### src/rtl/fetch_sequencer.sv
// Instruction-fetch sequencer: owns the PC, issues single outstanding imem requests, buffers one instruction.
// Latency: request cycle + memory latency (>=1) -> inst_valid the cycle after imem_valid; best case 1 inst / 2 cycles.
// Backpressure: stall holds the buffered instruction and blocks new requests; redirect flushes and overrides stall.
module fetch_sequencer #(
    parameter logic [15:0] RESET_PC    = 16'h0000,
    parameter logic [3:0]  HALT_OPCODE = 4'hF
) (
    input  logic        clk,
    input  logic        rst,
    input  logic        redirect,
    input  logic [15:0] redirect_addr,
    input  logic        stall,
    output logic        imem_req,
    output logic [15:0] imem_addr,
    input  logic        imem_valid,
    input  logic [15:0] imem_data,
    output logic [15:0] inst_out,
    output logic [15:0] pc_out,
    output logic [15:0] pc_plus2,
    output logic        inst_valid,
    output logic        halted
);

    typedef enum logic [1:0] {
        ST_READY   = 2'd0,
        ST_WAIT    = 2'd1,
        ST_DISCARD = 2'd2,
        ST_HALTED  = 2'd3
    } state_t;

    state_t      state_q;
    logic [15:0] pc_q;
    logic [15:0] inst_q;
    logic [15:0] pc_out_q;
    logic        inst_valid_q;
    logic        halted_q;

    logic buf_free;
    logic buf_hlt;
    logic load;
    logic consume;

    // A buffered HLT must never be followed by a request, even in the cycle it is consumed.
    assign buf_free = !inst_valid_q || !stall;
    assign buf_hlt  = inst_valid_q && (inst_q[15:12] == HALT_OPCODE);
    assign imem_req = (state_q == ST_READY) && !redirect && !rst && buf_free && !buf_hlt;
    assign imem_addr = pc_q;

    // Response accepted into the buffer; consumption only counts when nothing overrides it.
    assign load    = (state_q == ST_WAIT) && imem_valid && !redirect;
    assign consume = inst_valid_q && !stall && !redirect && !load;

    assign inst_out   = inst_q;
    assign pc_out     = pc_out_q;
    assign pc_plus2   = pc_out_q + 16'd2;
    assign inst_valid = inst_valid_q;
    assign halted     = halted_q;

    // Fetch FSM plus PC and instruction buffer; later assignments encode priority (redirect last, so it wins).
    always_ff @(posedge clk) begin
        if (rst) begin
            state_q      <= ST_READY;
            pc_q         <= RESET_PC;
            inst_q       <= '0;
            pc_out_q     <= '0;
            inst_valid_q <= 1'b0;
            halted_q     <= 1'b0;
        end else begin
            case (state_q)
                ST_READY: begin
                    if (imem_req) begin
                        state_q <= ST_WAIT;
                    end
                end
                ST_WAIT: begin
                    if (imem_valid) begin
                        // A response racing a redirect belongs to the wrong path and is simply dropped.
                        if (!redirect) begin
                            inst_q       <= imem_data;
                            pc_out_q     <= pc_q;
                            pc_q         <= pc_q + 16'd2;
                            inst_valid_q <= 1'b1;
                        end
                        state_q <= ST_READY;
                    end else if (redirect) begin
                        state_q <= ST_DISCARD;
                    end
                end
                ST_DISCARD: begin
                    if (imem_valid) begin
                        state_q <= ST_READY;
                    end
                end
                ST_HALTED: begin
                    if (redirect) begin
                        state_q  <= ST_READY;
                        halted_q <= 1'b0;
                    end
                end
                default: state_q <= ST_READY;
            endcase

            if (consume) begin
                inst_valid_q <= 1'b0;
                if (inst_q[15:12] == HALT_OPCODE) begin
                    state_q  <= ST_HALTED;
                    halted_q <= 1'b1;
                end
            end

            if (redirect) begin
                pc_q         <= redirect_addr;
                inst_valid_q <= 1'b0;
            end
        end
    end

endmodule

### config.mk
export PLATFORM = sky130hd
export DESIGN_NAME = fetch_sequencer
export DESIGN_NICKNAME = d
export VERILOG_FILES = /design/src/rtl/fetch_sequencer.sv
export SDC_FILE = /design/constraint.sdc
export NUM_CORES = 1
export LEC_CHECK = 0
export ABC_AREA = 1
export BUFFER_PORTS_ARGS = -buffer_cell sky130_fd_sc_hd__buf_2
export CAP_MARGIN = 20
export CORE_ASPECT_RATIO = 1.75
export CORE_MARGIN = 8
export CORE_UTILIZATION = 44
export CTS_CLUSTER_SIZE = 30
export DETAILED_ROUTE_END_ITERATION = 12
export GPL_TIMING_DRIVEN = 0
export PLACE_DENSITY_LB_ADDON = 0.2
export SLEW_MARGIN = 5
export SYNTH_ARGS = -nofsm -noshare
export SYNTH_HDL_FRONTEND = slang
export SYNTH_SLANG_ARGS = --single-unit
### constraint.sdc
create_clock -name clk -period 1.33 [get_ports clk]
set_input_delay 0.1995 -clock clk [delete_from_list [all_inputs] [get_ports clk]]
set_output_delay 0.1995 -clock clk [all_outputs]
set_load 0.01 [all_outputs]
-- Yosys cells after proc, flatten, opt, wreduce, memory -nomap -nowiden
Cells that the tools add are included.
- $mul: 0
- equality and inequality tests: 4
- bitwise gates (word level): 1
- shifts and indexed selects: 0
- magnitude comparators: 0
- mux-type cells: 15
- divide/modulo/power cells: 0
- add/subtract/negate cells: 2
- reduce and logical (&&, ||, !) cells: 24
- operators by type and width (kind ; count):
    2-to-1 mux 16 bit ; 3
    adder 16 x 2 -> 16 bit, second input constant ; 2
    2-to-1 mux 2 bit ; 7
    logical AND 1 bit ; 10
    case mux 2 bit (4 select lines) ; 1
    logical NOT 1 bit ; 6
    equality test 2 bit, second input constant ; 2
    equality test 4 bit, second input constant ; 1
    2-to-1 mux 1 bit ; 4
    AND reduction 2 bit ; 2
    nonzero test 2 bit ; 2
    AND reduction 3 bit ; 1
    OR reduction 3 bit ; 1
    equality test 2 x 1 -> 1 bit, second input constant ; 1
    logical NOT 2 bit ; 1
    logical OR 1 bit ; 1
    NOT 1 bit ; 1
- memory bits (read-only): 0
- input port bits: 37
- memories: 0
- output and inout bits: 67
- latch bits: 0
- bits in registers: 52
- memory bits (writable): 0

-- Longest topological paths before layout
- depth after elaboration: 9
- gate-level depth with buffers: 10

-- Least setup slack after synthesis
No wires, ideal clock.
- kind: register to output
- start: register pc_out_q[1] (netlist: pc_out[1])
- end: output port pc_plus2[13]
- stages on the path, launching flop included: 8
- path slack: -0.314 ns
- data arrival time: 1.444 ns
- cell sequence: dfxtp_1 -> ha_1 -> nand2_1 -> nor3b_2 -> nand2_1 -> nor2_1 -> nand2_1 -> xnor2_1
- cells in the longest elaborated chain, start to end: 1
- ends and longest elaborated chain (element ; line ; text):
    start: declaration ; 34 ; logic [15:0] pc_out_q;
    start signal: assignment ; 80 ; pc_out_q <= pc_q;
    adder 16 x 2 -> 16 bit ; 55 ; assign pc_plus2 = pc_out_q + 16'd2;
    end: declaration ; 19 ; output logic [15:0] pc_plus2,
No other way between the ends.

-- Worst setup path in the final report
- start: register pc_out_q[2] (netlist: pc_out[2])
- end: output port pc_plus2[15]
The elaborated chain is that of the path after synthesis.

==> flow_metrics.env <==
export IMPL_status="finished with violations"
export IMPL_violations="setup timing"
export IMPL_wl_per_cell_um=15.86
export IMPL_cts_tree="done"
export IMPL_maxSlewHeadroom=0.5870
export IMPL_worstPathRequired_ns=1.13
export IMPL_synth_top_family_by_area="simple AND/OR/NAND/NOR gates"
export IMPL_rsz0062_at_grt="true"
export IMPL_synth_compound_area_frac=0.1562
export IMPL_total_power_uw=3156
export IMPL_ant_nets=0
export IMPL_design_area_um2=4108
export IMPL_worstPathMaxFanout=3
export IMPL_cts_sinks=52
export IMPL_grt_use_met2=0.3633
export IMPL_overflow=0
export IMPL_start_util=0.4456
export IMPL_multi_input_area_um2=1717
export IMPL_reg2regPathDepth=7
export IMPL_p_clk_frac=0.304
export IMPL_stdcell_count=585
export IMPL_core_area_um2=5787
export IMPL_hold_path_depth=3
export IMPL_netSwitchingPower_uw=902.7
export IMPL_place_gp_congestion=0.9191
export IMPL_p_int_uw=2253
export IMPL_syn_to_final_growth_pct=59.29
export IMPL_die_area_um2=8663
export IMPL_firstDrtPassIters=5
export IMPL_clock_latency_ns=0.32
export IMPL_leakagePower_uw=0.002035
export IMPL_cts_inserted_buffers=5
export IMPL_synthAdderAreaFrac=0.009704
export IMPL_synth_xor_area_frac=0.04415
export IMPL_die_w_um=73.87
export IMPL_synth_fp_nets=405
export IMPL_fillers=494
export IMPL_netSwitchingFraction=0.2860
export IMPL_endpoint_kind="output pin"
export IMPL_synth_edf_count=0
export IMPL_setup_viol_count_final=25
export IMPL_synthSimpleGateAreaFrac=0.2994
export IMPL_dpl_instance_area_um2=3273
export IMPL_synthArstFlopShare=0
export IMPL_synth_warnings=0
export IMPL_grt_use_met1=0.1892
export IMPL_vias=3037
export IMPL_period_needed_ns=1.908
export IMPL_die_y_um=117.3
export IMPL_worst_slack_ns=-0.5781
export IMPL_grt_pass1_vias=2925
export IMPL_synthMuxAreaShare=0
export IMPL_fmax_mhz=524.1
export IMPL_synth_largest_area_cell="dfxtp_1"
export IMPL_final_seq_area_um2=1087
export IMPL_synth_area_um2=2579
export IMPL_avgSynthCellArea_um2=7.046
export IMPL_peakVddDrop_mv=0.6621
export IMPL_wirelength_um=9278
export IMPL_pwr_share_seq=0.534
export IMPL_drt_iter0_markers=137
export IMPL_dp_hpwl_um=6175
export IMPL_clk_pin_slew_worst_paths_ns=0.09
export IMPL_crit_path_start_kind="flip-flop"
export IMPL_routed_via_density=5.191
export IMPL_synthFlopType="dfxtp_1"
export IMPL_synth_top_cells_by_area="dfxtp_1 (40%), nand2_1 (9.6%), nor2_1 (8.9%)"
export IMPL_grt_pass1_wl_um=13180
export IMPL_critPathArrivalTime_ns=1.71
export IMPL_cts_root_buf="clkbuf_8"
export IMPL_drive_above_1_share=0.4990
export IMPL_drv_cap=0
export IMPL_fin_nets=545
export IMPL_dp_cells=547
export IMPL_antennaDiodeCount=0
export IMPL_yosys_register_bits=52
export IMPL_fin_hold_ws_ns=0.09898
export IMPL_drc=0
export IMPL_timing_final_crit_share=1.435
export IMPL_hold_violations=0
export IMPL_clk_path_buf_depth=2
export IMPL_busiest_layer="met2"
export IMPL_skew_ns=0.006549
export IMPL_hp_class="in -> reg"
export IMPL_pin_count=104
export IMPL_power_frac_comb=0.163
export IMPL_worst_pin_slew_ns=0.6195
export IMPL_io_buffers=103
export IMPL_rows=37
export IMPL_synthCells=366
export IMPL_drv_slew=0
export IMPL_yosys_cell_types_count=33
export IMPL_synth_top_area_frac=0.4037
export IMPL_gr_usage_all_layers=0.1965
export IMPL_ys_seq_area_frac=0.4037
export IMPL_power_density_nw_per_um2=768.3
export IMPL_fin_setup_tns_ns=-5.298
export IMPL_grt_use_met3=0.05205
export IMPL_path_class="reg -> out"
export IMPL_antenna_found_initial=0
export IMPL_htreeDepth=2
export IMPL_grt_max_degree=16
[timing repair]
item,4_1_cts,5_1_grt
pin swaps,15,27
cloned,0,4
resized for setup,38,101
hold buffers,0,0
endpoints found under the setup margin,56,57
buffers inserted,19,8
[through the flow]
step | setup WS [ns] | utilization
2_1_floorplan | -0.2150 | -
3_3_place_gp | -0.3696 | 0.5656
3_5_place_dp | -0.3745 | 0.5656
4_1_cts | -0.5841 | 0.6277
5_1_grt | -0.7085 | 0.7098
6_report | -0.5781 | 0.7098
[Yosys cell counts (all sizes together) (2+ instances only)]
cell / n
nand2: 67
nor2: 66
dfxtp: 52
o21ai: 41
inv: 36
a21oi: 26
nand3: 17
xor2: 12
nor3: 11
buf: 9
clkbuf: 7
nand4: 5
o211ai: 4
ha: 2
nand3b: 2
or2: 2
[power groups by stage]
stage | Clock (µW) | Combinational, µW | Sequential, µW
6_report | 958 | 513 | 1680
5_1_grt | 1040 | 562 | 1690
4_1_cts | 986 | 426 | 1670
3_5_place_dp | 0 | 393 | 1710
3_3_place_gp | 0 | 387 | 1700
2_1_floorplan | 0 | 189 | 1720
[per-layer routing]
layer	up-vias	part of all wire
li1	1468	-
met1	1395	0.34
met2	143	0.55
met3	31	0.074
met4	0	0.042
met5	-	0
[layout make-up]
class / instances / area share
Multi-Input combinational cell: 262 / 0.4179
Buffer: 16 / 0.03564
Tap cell: 78 / 0.02376
Clock inverter: 1 / 0.001828
Clock buffer: 7 / 0.02102
Inverter: 36 / 0.03503
Timing Repair Buffer: 133 / 0.2001
Sequential cell: 52 / 0.2647
[layout by cell type (no fill, tap or decap), types with 4 or more instances in the layout]
| cell type | n |
|---|---|
| nand3_1 | 7 |
| a21oi_1 | 18 |
| clkbuf_16 | 4 |
| inv_1 | 30 |
| nand2_1 | 56 |
| nand3_2 | 8 |
| nand2_2 | 6 |
| o211ai_1 | 4 |
| nor2_2 | 9 |
| dfxtp_2 | 13 |
| nor2_1 | 38 |
| clkbuf_1 | 6 |
| o21ai_1 | 8 |
| o21ai_0 | 30 |
| xor2_1 | 11 |
| a21oi_2 | 8 |
| nand4_1 | 5 |
| nor3_1 | 4 |
| dfxtp_1 | 31 |
| nor2_4 | 18 |
| clkbuf_8 | 6 |
| buf_4 | 26 |
| dfxtp_4 | 8 |
| buf_2 | 105 |
| nand2_4 | 4 |
| nor3_4 | 5 |
[final timing paths]
path / from / end / slack (ns)
setup reg to reg: imem_addr[3] / imem_addr[12] / -0.04
hold / removal: imem_data[4] / inst_out[4] / 0.1
setup / recovery: pc_out[2] / pc_plus2[15] / -0.58
hold reg to reg: halted / halted / 0.48
[critical path: stages (launching register included)]
cell and delay, ns:
dfxtp_4 0.38, ha_4 0.14, nand2_4 0.05, nor3b_4 0.22, nand2_2 0.13, nor3_4 0.17, nand2_1 0.07, nand2_1 0.06
nand2_1 0.04, buf_2 0.13
[sequential cells by signal, summed over array words and instances, names as in the netlist]
name / flops
inst_valid: 1
pc_out: 16
imem_addr: 16
inst_out: 16
halted: 1
state_q: 2
[cell families (layout without fill, tap and decap cells)]
logic type	after synthesis	in the layout
fa+ha+maj	2	2
simple gates	171	171
compound gates	76	76
flops	52	52
xor+xnor	13	13
buf+inv	52	193
Note: power is estimated with default switching activity, not from simulation.
